$ cat src/rtl/booth_radix4_mult.sv
// Sequential radix-4 Booth multiplier with start/finish handshake.
// Retires two multiplier bits per cycle; the result is held until the next accepted Start.
module booth_radix4_mult #(
   parameter int WIDTH = 8
) (
   input  logic                 clk,
   input  logic                 Resetn,
   input  logic                 Start,
   input  logic                 Signed,
   input  logic [WIDTH-1:0]     Mplier,
   input  logic [WIDTH-1:0]     Mcand,
   output logic                 Busy,
   output logic                 Finish,
   output logic [2*WIDTH-1:0]   FProduct
);

   localparam int E     = WIDTH + 2;
   localparam int STEPS = WIDTH / 2 + 1;
   localparam int CW    = $clog2(STEPS + 1);

   typedef enum logic [1:0] {
      IDLE,
      CALC,
      DONE
   } state_t;

   state_t                 r_state;
   state_t                 w_nextState;

   logic [E-1:0]           r_M;
   logic [E-1:0]           r_Q;
   logic signed [E:0]      r_A;
   logic                   r_qm1;
   logic [CW-1:0]          r_count;
   logic [2*WIDTH-1:0]     r_product;

   logic [E-1:0]           w_mcandExt;
   logic [E-1:0]           w_mplierExt;
   logic signed [E:0]      w_mExt;
   logic signed [E:0]      w_multiple;
   logic signed [E:0]      w_sum;
   logic signed [E:0]      w_shiftA;
   logic [E-1:0]           w_shiftQ;
   logic                   w_lastStep;
   logic                   w_accept;

   // Operands are widened by two bits so the top Booth digit is always in range,
   // and unsigned values stay positive after sign-style recoding.
   always_comb begin
      w_mcandExt  = Signed ? {{2{Mcand[WIDTH-1]}}, Mcand}   : {2'b00, Mcand};
      w_mplierExt = Signed ? {{2{Mplier[WIDTH-1]}}, Mplier} : {2'b00, Mplier};
   end

   assign w_accept   = (r_state == IDLE) && Start;
   assign w_lastStep = (r_count == CW'(STEPS - 1));

   // Booth digit selection; negation happens in E+1 bits so the most negative M cannot overflow.
   always_comb begin
      w_mExt     = {r_M[E-1], r_M};
      w_multiple = '0;
      case ({r_Q[1:0], r_qm1})
         3'b001, 3'b010: w_multiple = w_mExt;
         3'b011:         w_multiple = w_mExt <<< 1;
         3'b100:         w_multiple = -(w_mExt <<< 1);
         3'b101, 3'b110: w_multiple = -w_mExt;
         default:        w_multiple = '0;
      endcase
   end

   always_comb begin
      w_sum    = r_A + w_multiple;
      w_shiftA = {w_sum[E], w_sum[E], w_sum[E:2]};
      w_shiftQ = {w_sum[1:0], r_Q[E-1:2]};
   end

   always_ff @(posedge clk or posedge Resetn) begin
      if (Resetn) begin
         r_state <= IDLE;
      end else begin
         r_state <= w_nextState;
      end
   end

   // Busy and Finish come straight from the state register, so they never glitch.
   always_comb begin
      w_nextState = r_state;
      Busy        = 1'b0;
      Finish      = 1'b0;
      case (r_state)
         IDLE: begin
            if (Start) begin
               w_nextState = CALC;
            end
         end
         CALC: begin
            Busy = 1'b1;
            if (w_lastStep) begin
               w_nextState = DONE;
            end
         end
         DONE: begin
            Finish      = 1'b1;
            w_nextState = IDLE;
         end
         default: begin
            w_nextState = IDLE;
         end
      endcase
   end

   // The product register is written only on the final iteration, so it holds through IDLE.
   always_ff @(posedge clk or posedge Resetn) begin
      if (Resetn) begin
         r_M       <= '0;
         r_Q       <= '0;
         r_A       <= '0;
         r_qm1     <= 1'b0;
         r_count   <= '0;
         r_product <= '0;
      end else if (w_accept) begin
         r_M       <= w_mcandExt;
         r_Q       <= w_mplierExt;
         r_A       <= '0;
         r_qm1     <= 1'b0;
         r_count   <= '0;
      end else if (r_state == CALC) begin
         r_A       <= w_shiftA;
         r_Q       <= w_shiftQ;
         r_qm1     <= r_Q[1];
         r_count   <= r_count + CW'(1);
         if (w_lastStep) begin
            r_product <= {w_shiftA[WIDTH-3:0], w_shiftQ};
         end
      end
   end

   assign FProduct = r_product;

endmodule

$ cat config.mk
export PLATFORM = sky130hd
export DESIGN_NAME = booth_radix4_mult
export DESIGN_NICKNAME = d
export VERILOG_FILES = /design/src/rtl/booth_radix4_mult.sv
export SDC_FILE = /design/constraint.sdc
export NUM_CORES = 1
export LEC_CHECK = 0
export ABC_AREA = 0
export ABC_CLOCK_PERIOD_IN_PS = 3800
export BUFFER_PORTS_ARGS = -buffer_cell sky130_fd_sc_hd__buf_4
export CORE_ASPECT_RATIO = 1.25
export CORE_MARGIN = 10
export CORE_UTILIZATION = 34
export CTS_BUF_LIST = sky130_fd_sc_hd__clkbuf_16
export CTS_CLUSTER_DIAMETER = 200
export DETAILED_ROUTE_END_ITERATION = 6
export PLACE_DENSITY = 0.49
export SLEW_MARGIN = 5
export SYNTH_ARGS = -nofsm -noshare
export SYNTH_HDL_FRONTEND = slang
export SYNTH_SLANG_ARGS = --single-unit
$ cat constraint.sdc
create_clock -name clk -period 3.8 [get_ports clk]
set_input_delay 0.38 -clock clk [delete_from_list [all_inputs] [get_ports clk]]
set_output_delay 0.38 -clock clk [all_outputs]
set_load 0.02 [all_outputs]
==> results of run 1 <==
[cell families (layout without fill, tap and decap cells)]
family,after synthesis,after routing,synth area share (%)
buffers and inverters,34,66,4.64
adders and majority gates,15,15,6.19
xor gates and xnor gates,17,17,4.72
AOI/OAI and AO/OA,84,84,17.9
muxes,18,18,6.98
DFF,50,50,39.7
and+or+nand+nor,136,136,19.9
[state kept, by name, summed over array words and instances, names as in the netlist]
| register | count |
|---|---|
| r_M | 9 |
| r_A | 9 |
| r_qm1 | 1 |
| FProduct | 16 |
| r_count | 3 |
| r_state | 2 |
| r_Q | 10 |
[metal layers]
layer | track usage [%] | vias to the layer above | routed length (µm)
li1 | - | 1300 | -
met4 | 3.51 | 0 | 62
met1 | 14.8 | 1309 | 3710
met5 | 0 | - | 0
met2 | 20.8 | 27 | 4160
met3 | 1.71 | 2 | 181
[area by class of cell]
cell class | count | area share, %
multi-input cells | 270 | 47.5
flip-flops and latches | 50 | 33.9
repair buffers | 46 | 9.35
well taps | 123 | 4.17
clock buffers | 5 | 3.39
inverters | 13 | 1.32
clock inverters | 2 | 0.373
[through the flow]
stage / instances / hold WS [ns]
final: 509 / 0.100
after global placement: 502 / 0.421
after CTS: 509 / 0.111
after floorplan: 354 / 0.464
after global routing: 509 / 0.145
after detailed placement: 502 / 0.426
[layout by cell type, fill, tap and decap left out, types with 2 or more instances in the layout]
master / instances
a221oi_1: 3
a211o_1: 3
nand3_1: 15
a22oi_1: 8
o22ai_1: 2
nand2_1: 69
nor2_1: 24
nor3_1: 4
nor2b_1: 3
a211oi_1: 3
inv_1: 11
ha_1: 14
a21oi_1: 15
a21o_1: 6
nor3b_1: 3
o21bai_1: 2
o211ai_1: 2
or3_1: 2
nand3b_1: 2
buf_4: 46
mux4_2: 2
o21ai_0: 20
a31oi_1: 5
clkbuf_16: 5
o31ai_1: 5
and2_1: 3
nand2b_1: 5
dfrtp_1: 50
mux2i_1: 4
xor2_1: 5
mux2_2: 12
xnor2_1: 12
[worst paths after layout]
path	from	end	slack [ns]
setup / recovery	r_M[2]$_DFFE_PP0P_	r_A[9]$_DFFE_PP0P_	0.34
hold / removal	Resetn	r_A[1]$_DFFE_PP0P_	0.10
setup reg to reg	r_M[2]$_DFFE_PP0P_	r_A[9]$_DFFE_PP0P_	0.34
hold reg to reg	FProduct[12]$_DFFE_PP0P_	FProduct[12]$_DFFE_PP0P_	0.49
max in group asynchronous	Resetn	r_A[9]$_DFFE_PP0P_	2.92
min in group clk	Mcand[3]	r_M[3]$_DFFE_PP0P_	0.28
==> impl_metrics.csv, run 1 <==
group,metric,value,unit
outcome,run_status,"complete, no violations",
setup_path,cp.depth,12,
clocking,cts.htree.levels,2,
final_layout,finalNetCount,421,
global_routing,antenna_found_initial,0,
setup_path,startpoint_type,"flip-flop",
setup_path,crit_chain,"nor3_4 > nand3_1 > xnor2_1 > mux2i_1 > mux4_2 > ha_1 > a21oi_1 > nand3b_1 > o21a_1 > a21o_1 > and4_1 > a211o_1",
place,place_area,0.00356,mm²
global_routing,grt_pass1_wl,13400,µm
clocking,cts.reportedPaths.clkPinSlew,0.07,ns
timing,max-slew-margin-rel,41.5,%
floorplanning,start_util,34.6,%
worst_hold_path,hold_class,"in2async",
place,port_buffers,37,
clocking,holdBufCountCts,0,
setup_path,crit_type,"reg2reg",
setup_path,critPathRequiredTime,3.97,ns
timing,worstMarginPinSlew,0.874,ns
synthesis,ys_warn_count,0,
setup_path,crit_slowest_cell,"dfrtp_1",
routing,dr.pass1.iters,4,
routing,drt_iter0_markers,97,
timing,clock.fmax,289,MHz
clocking,cts-root-buf,"clkbuf_16",
routing,via_per_inst,5.18,
floorplanning,io_pins,38,
timing,hold_viol,0,
global_routing,grt_pass1_vias,2612,
final_layout,fin_area,0.00369,mm²
routing,drc,0,
clocking,clockBufferDepth,2,
synthesis,yosys.cell_count.top_type,"nand2_1",
clocking,clock_latency,0.29,ns
timing,slew_viol_final,0,
timing,finalCritPeriodShare,91.1,%
run,max_cap_violations,0,
routing,wl_per_cell,15.9,µm
floorplanning,die_y,128,µm
synthesis,synth_edf_count,0,
timing,worst_slack,0.340,ns
clocking,cts.sinks,50,
setup_path,path_buf_inv,0,
global_routing,track_usage,11.9,%
final_layout,fillers,965,
synthesis,syn_nets,389,
place,pre_cts_ws,0.385,ns
global_routing,gr-total-overflow,0,
floorplanning,die_w,106,µm
clocking,cts_buffers,5,
timing,rsz0062_at_grt,"no",
synthesis,synth_area_leaders,"dfrtp_1 40%, nand2_1 8.2%, ha_1 5.6%, mux2_2 4.3%, xnor2_1 3.3%",
synthesis,yosysTopAreaCell,"dfrtp_1",
floorplanning,die_area,0.0136,mm²
clocking,cts_tree,"done",
routing,drt_wl_total,8120,µm
floorplanning,core.rowCount,39,
timing,setup-violations-final,0,
place,place_congestion,0.827,
setup_path,path_max_fanout,8,
setup_path,r2r_cells,12,
synthesis,synth_flop_cell,"dfrtp_1",
synthesis,yosysTopAreaCellShare,39.7,%
timing,tns,0,ns
synthesis,syn_avg_cell_area,8.91,µm²
place,hpwl,5840,µm
synthesis,synth_cell_types,53,
setup_path,path_delay_family,"compound AO/OA/AOI/OAI gates",
clocking,cts_resized,0,
timing,min_period,3.46,ns
final_layout,area_delta_synth_final,17.1,%
synthesis,synth_common_cells,"69 x nand2_1, 50 x dfrtp_1, 24 x nor2_1, 20 x o21ai_0",
final_layout,ff_latch_area,0.00125,mm²
synthesis,yosysSeqAreaShare,39.7,%
global_routing,grt_max_degree,32,
setup_path,max_stage_delay,0.48,ns
final_layout,n_antenna_cell,0,
final_layout,layout-drive-gt1-share,19.4,%
synthesis,netlist_area,0.00315,mm²
synthesis,synth_seq_cells,50,
setup_path,crit_arrival,3.63,ns
synthesis,async_flop_share,100,%
routing,vias,2638,
setup_path,critPathCaptureType,"flip-flop",
clocking,cts_setup_buffers,0,
routing,postRouteAntennaNets,0,
synthesis,syn_inst,354,
final_layout,final_util,40.5,%
final_layout,multi_input_area,0.00176,mm²
floorplanning,design.core.area,0.00913,mm²
timing,finClkSkew,0.00406,ns
Power of run 1 is left out: the tool's default activity adds up to more than one toggle a clock period on the data nets, which glitch-free logic cannot reach.
==> inputs of run 2 (changes only) <==
- CORE_UTILIZATION: 34 -> 45
- PLACE_DENSITY: 0.49 -> 0.62
==> run 2 against run 1 <==
- clock-buffer cell count is the same
- sequential share of layout area rose by 0.13 points
- first-iteration DRC count increased by 46%
- worst setup slack gained 0.029 ns
- wire length down 6.9%
- critical endpoint unchanged
- hold slack better by 0.062 ns
- global-route usage up 2.8 points
- fmax grew 0.86%
- core utilization grew 13 points
- sequential cell count unchanged
- critical path depth stayed put
- final area shrank 0.37%
==> impl_metrics.csv, run 2 (synthesis results as in run 1) <==
group,metric,value,unit
global_routing,grt_max_degree,28,
global_routing,grt_pass1_wl,13000,µm
timing,max-slew-margin-rel,40.4,%
timing,min_period,3.43,ns
final_layout,finalNetCount,420,
worst_hold_path,hold_class,"in2async",
routing,postRouteAntennaNets,0,
clocking,clockBufferDepth,2,
setup_path,startpoint_type,"flip-flop",
floorplanning,start_util,45.8,%
timing,tns,0,ns
setup_path,critPathCaptureType,"flip-flop",
place,place_inst,468,
floorplanning,die_y,114,µm
timing,rsz0062_at_grt,"no",
setup_path,crit_type,"reg2reg",
final_layout,largest_register_ffs,16,
routing,dr.pass1.iters,4,
clocking,cts_setup_buffers,0,
routing,drc,0,
routing,wl_per_cell,15.9,µm
clocking,cts.htree.levels,2,
clocking,cts.reportedPaths.clkPinSlew,0.07,ns
clocking,clock_latency,0.29,ns
timing,setup-violations-final,0,
final_layout,area_delta_synth_final,16.7,%
final_layout,post_layout_nonfiller_instances,476,
final_layout,layout-drive-gt1-share,19.4,%
setup_path,path_max_fanout,8,
global_routing,gr-total-overflow,0,
floorplanning,io_pins,38,
clocking,cts-root-buf,"clkbuf_16",
timing,finClkSkew,0.00540,ns
timing,worstMarginPinSlew,0.895,ns
routing,drt_iter0_markers,142,
global_routing,grt_pass1_vias,2647,
place,hpwl,5470,µm
global_routing,track_usage,14.7,%
final_layout,ff_latch_area,0.00125,mm²
outcome,run_status,"complete, no violations",
timing,finalCritPeriodShare,90.3,%
floorplanning,die_area,0.0108,mm²
run,max_cap_violations,0,
timing,slew_viol_final,0,
routing,via_per_inst,5.51,
final_layout,fillers,641,
floorplanning,core.rowCount,34,
clocking,cts_tree,"done",
clocking,holdBufCountCts,0,
final_layout,layout_commonest_cell,"nand2_1",
clocking,cts_resized,0,
routing,drt_wl_total,7560,µm
floorplanning,die_w,94.9,µm
clocking,cts.sinks,50,
setup_path,critPathRequiredTime,3.98,ns
global_routing,antenna_found_initial,0,
final_layout,multi_input_area,0.00176,mm²
setup_path,crit_arrival,3.61,ns
floorplanning,design.core.area,0.00689,mm²
place,port_buffers,37,
final_layout,layout_common_cells,"69 x nand2_1, 50 x dfrtp_1, 45 x buf_4, 24 x nor2_1, 20 x o21ai_0",
timing,hold_viol,0,
place,place_congestion,0.903,
routing,vias,2621,
clocking,cts_buffers,5,
timing,clock.fmax,292,MHz
final_layout,n_antenna_cell,0,
## run 2: cell count changes in the layout (fill, tap and decap cells not counted)
cell / delta
clkinvlp_4: +1
inv_6: -1
inv_8: +1
buf_4: -1
clkinv_2: -1
bufinv_16: +1
## run 2: worst max-delay path: stages, from the launching register on
cell and delay (ns):
dfrtp_1 0.48, nor3_4 0.37, nand3b_1 0.14, xnor2_1 0.22, mux2i_1 0.10, mux4_2 0.49, ha_1 0.37, a21oi_1 0.24
nand3b_1 0.10, o21a_1 0.19, a21o_1 0.17, and4_1 0.18, a211o_1 0.26
## run 2: final cells by class
class	count	area share, %
Tap cell	90	3.06
Clock buffer	5	3.40
Multi-Input combinational cell	270	47.7
Timing Repair Buffer	45	9.18
Clock inverter	3	1.33
Inverter	13	1.33
Sequential cell	50	34.0
## run 2: layer usage
layer	GRT usage [%]	routed length, µm	share of wire (%)	vias to the layer above
met1	19.0	3520	47	1282
met2	24.3	3740	50	29
met4	4.20	54	0.71	0
met3	2.83	235	3.1	4
li1	-	-	-	1306
met5	0	0	0	-
## run 2: worst paths after layout
kind / start / end / slack, ns / cells after the start
setup / recovery: r_M[2]$_DFFE_PP0P_ / r_A[9]$_DFFE_PP0P_ / 0.37 / 12
hold / removal: Resetn / r_M[1]$_DFFE_PP0P_ / 0.16 / 2
setup reg to reg: r_M[2]$_DFFE_PP0P_ / r_A[9]$_DFFE_PP0P_ / 0.37 / 12
hold reg to reg: FProduct[12]$_DFFE_PP0P_ / FProduct[12]$_DFFE_PP0P_ / 0.49 / 2
max in group asynchronous: Resetn / r_Q[6]$_DFFE_PP0P_ / 2.89 / 3
min in group clk: Mcand[6] / r_M[6]$_DFFE_PP0P_ / 0.27 / 3
## run 2: through the flow
stage | worst slack (ns) | cell area [µm²] | utilization, % | hold WS [ns]
after floorplan | 0.655 | 3150 | - | 0.464
after global placement | 0.472 | 3510 | 50.9 | 0.466
after detailed placement | 0.417 | 3510 | 50.9 | 0.475
after CTS | 0.375 | 3680 | 53.4 | 0.187
after global routing | 0.0763 | 3680 | 53.4 | 0.211
final | 0.370 | 3680 | 53.4 | 0.163
Power of run 2 is left out for the same reason.
==> inputs of run 3 (changes only) <==
- ABC_CLOCK_PERIOD_IN_PS: 3800 -> 4000
- clock period: 3.8 -> 4 ns (I/O delays scaled with it)
==> run 3 against run 2 <==
- non-clock buffer count decreased by 4
- largest cell class unchanged
- first-iteration DRC count decreased by 34%
- critical path type unchanged
- core utilization decreased by 0.85 points
- critical path depth unchanged
- fmax decreased by 0.24%
==> impl_metrics.csv, run 3 (synthesis results as in run 1) <==
group,metric,value,unit
routing,vias,2596,
timing,clock.fmax,291,MHz
final_layout,layout_commonest_cell,"nand2_1",
clocking,clockBufferDepth,2,
timing,hold_viol,0,
floorplanning,die_y,114,µm
floorplanning,io_pins,38,
final_layout,area_delta_synth_final,14.8,%
timing,finalCritPeriodShare,86.0,%
clocking,cts.htree.levels,2,
timing,finClkSkew,0.00433,ns
setup_path,crit_start,"r_M[2]$_DFFE_PP0P_",
place,port_buffers,37,
routing,drt_wl_total,7340,µm
setup_path,path_delay_family,"compound AO/OA/AOI/OAI gates",
timing,setup-violations-final,0,
global_routing,grt_max_degree,31,
global_routing,grt_pass1_wl,12500,µm
setup_path,critPathRequiredTime,4.17,ns
routing,drc,0,
setup_path,crit_type,"reg2reg",
final_layout,multi_input_area,0.00176,mm²
final_layout,n_antenna_cell,0,
global_routing,track_usage,14.3,%
clocking,holdBufCountCts,0,
place,place_inst,464,
timing,worstMarginPinSlew,1.05,ns
routing,via_per_inst,5.50,
routing,dr.pass1.iters,4,
routing,drt_iter0_markers,94,
clocking,clock_latency,0.29,ns
final_layout,post_layout_nonfiller_instances,472,
clocking,cts_buffers,5,
setup_path,crit_chain,"nor3_4 > nand3b_1 > xnor2_1 > mux2i_1 > mux4_2 > ha_1 > a21oi_1 > nand3b_1 > o21a_1 > a21o_1 > and4_1 > a211o_1",
routing,postRouteAntennaNets,0,
clocking,cts_tree,"done",
place,place_congestion,0.869,
final_layout,finalNetCount,416,
routing,wl_per_cell,15.5,µm
clocking,cts.sinks,50,
final_layout,ff_latch_area,0.00125,mm²
floorplanning,die_w,94.9,µm
global_routing,grt_pass1_vias,2567,
setup_path,critPathCaptureType,"flip-flop",
setup_path,r2r_start,"r_M[2]$_DFFE_PP0P_",
final_layout,fillers,683,
final_layout,layout-drive-gt1-share,18.3,%
worst_hold_path,hold_class,"in2async",
setup_path,crit_arrival,3.61,ns
run,max_cap_violations,0,
outcome,run_status,"complete, no violations",
timing,rsz0062_at_grt,"no",
global_routing,gr-total-overflow,0,
clocking,cts.reportedPaths.clkPinSlew,0.07,ns
timing,slew_viol_final,0,
setup_path,max_stage_delay,0.49,ns
clocking,cts_resized,0,
clocking,cts_setup_buffers,0,
floorplanning,start_util,45.8,%
setup_path,r2r_cells,12,
timing,min_period,3.44,ns
global_routing,antenna_found_initial,0,
floorplanning,core.rowCount,34,
final_layout,layout_common_cells,"69 x nand2_1, 50 x dfrtp_1, 41 x buf_4, 24 x nor2_1, 20 x o21ai_0",
setup_path,crit_slowest_cell,"dfrtp_1",
setup_path,r2r_setup_slack,0.56,ns
place,hpwl,5240,µm
setup_path,startpoint_type,"flip-flop",
clocking,cts-root-buf,"clkbuf_16",
floorplanning,die_area,0.0108,mm²
final_layout,largest_register_ffs,16,
timing,max-slew-margin-rel,29.7,%
timing,tns,0,ns
setup_path,path_max_fanout,8,
setup_path,worstReg2RegEnd,"r_A[9]$_DFFE_PP0P_",
setup_path,cp_common_cell,"nand3b_1",
floorplanning,design.core.area,0.00689,mm²
setup_path,path_buf_inv,0,
[run 3: cell types whose count changed in the layout (fill, tap and decap cells not counted), sizes merged]
cell	delta
bufinv	-1
buf	-4
clkinv	+1
[run 3: cell type report]
cell class / instances / area share [%]
multi-input cells: 270 / 48.5
repair buffers: 41 / 8.50
clock buffers: 5 / 3.45
flip-flops and latches: 50 / 34.5
well taps: 90 / 3.11
clock inverters: 3 / 0.553
inverters: 13 / 1.35
[run 3: worst reg2reg max path: cells and delay by family, from the launching register on]
kind	cells	cell delay, ns
compound gates	4	0.84
fa+ha+maj	1	0.38
simple gates	4	0.80
mux	2	0.59
flops	1	0.49
xor+xnor	1	0.25
[run 3: worst max path at each step]
stage | endpoint | slack [ns] | cells after the start
after floorplan | r_A[9]$_DFFE_PP0P_ | 0.85 | 13
after global placement | r_A[9]$_DFFE_PP0P_ | 0.67 | 12
after detailed placement | r_A[9]$_DFFE_PP0P_ | 0.61 | 12
after CTS | r_A[9]$_DFFE_PP0P_ | 0.57 | 12
after global routing | r_A[9]$_DFFE_PP0P_ | 0.30 | 12
final | r_A[9]$_DFFE_PP0P_ | 0.56 | 12
[run 3: per-layer routing]
layer | up-vias | wire, µm | share of wire (%) | track usage [%]
li1 | 1297 | - | - | -
met1 | 1263 | 3310 | 45 | 18.1
met2 | 30 | 3740 | 51 | 24.1
met3 | 6 | 207 | 2.8 | 2.83
met4 | 0 | 80 | 1.1 | 3.70
met5 | - | 0 | 0 | 0
[run 3: through the flow]
stage                     instance area (µm²)  hold WS [ns]  setup WS [ns]  utilization, %
after floorplan                          3150         0.464          0.855               -
after global placement                   3480         0.456          0.669            50.5
after detailed placement                 3480         0.455          0.610            50.5
after CTS                                3620         0.144          0.571            52.6
after global routing                     3620         0.163          0.298            52.6
final                                    3620         0.123          0.561            52.6
Power of run 3 is left out for the same reason.
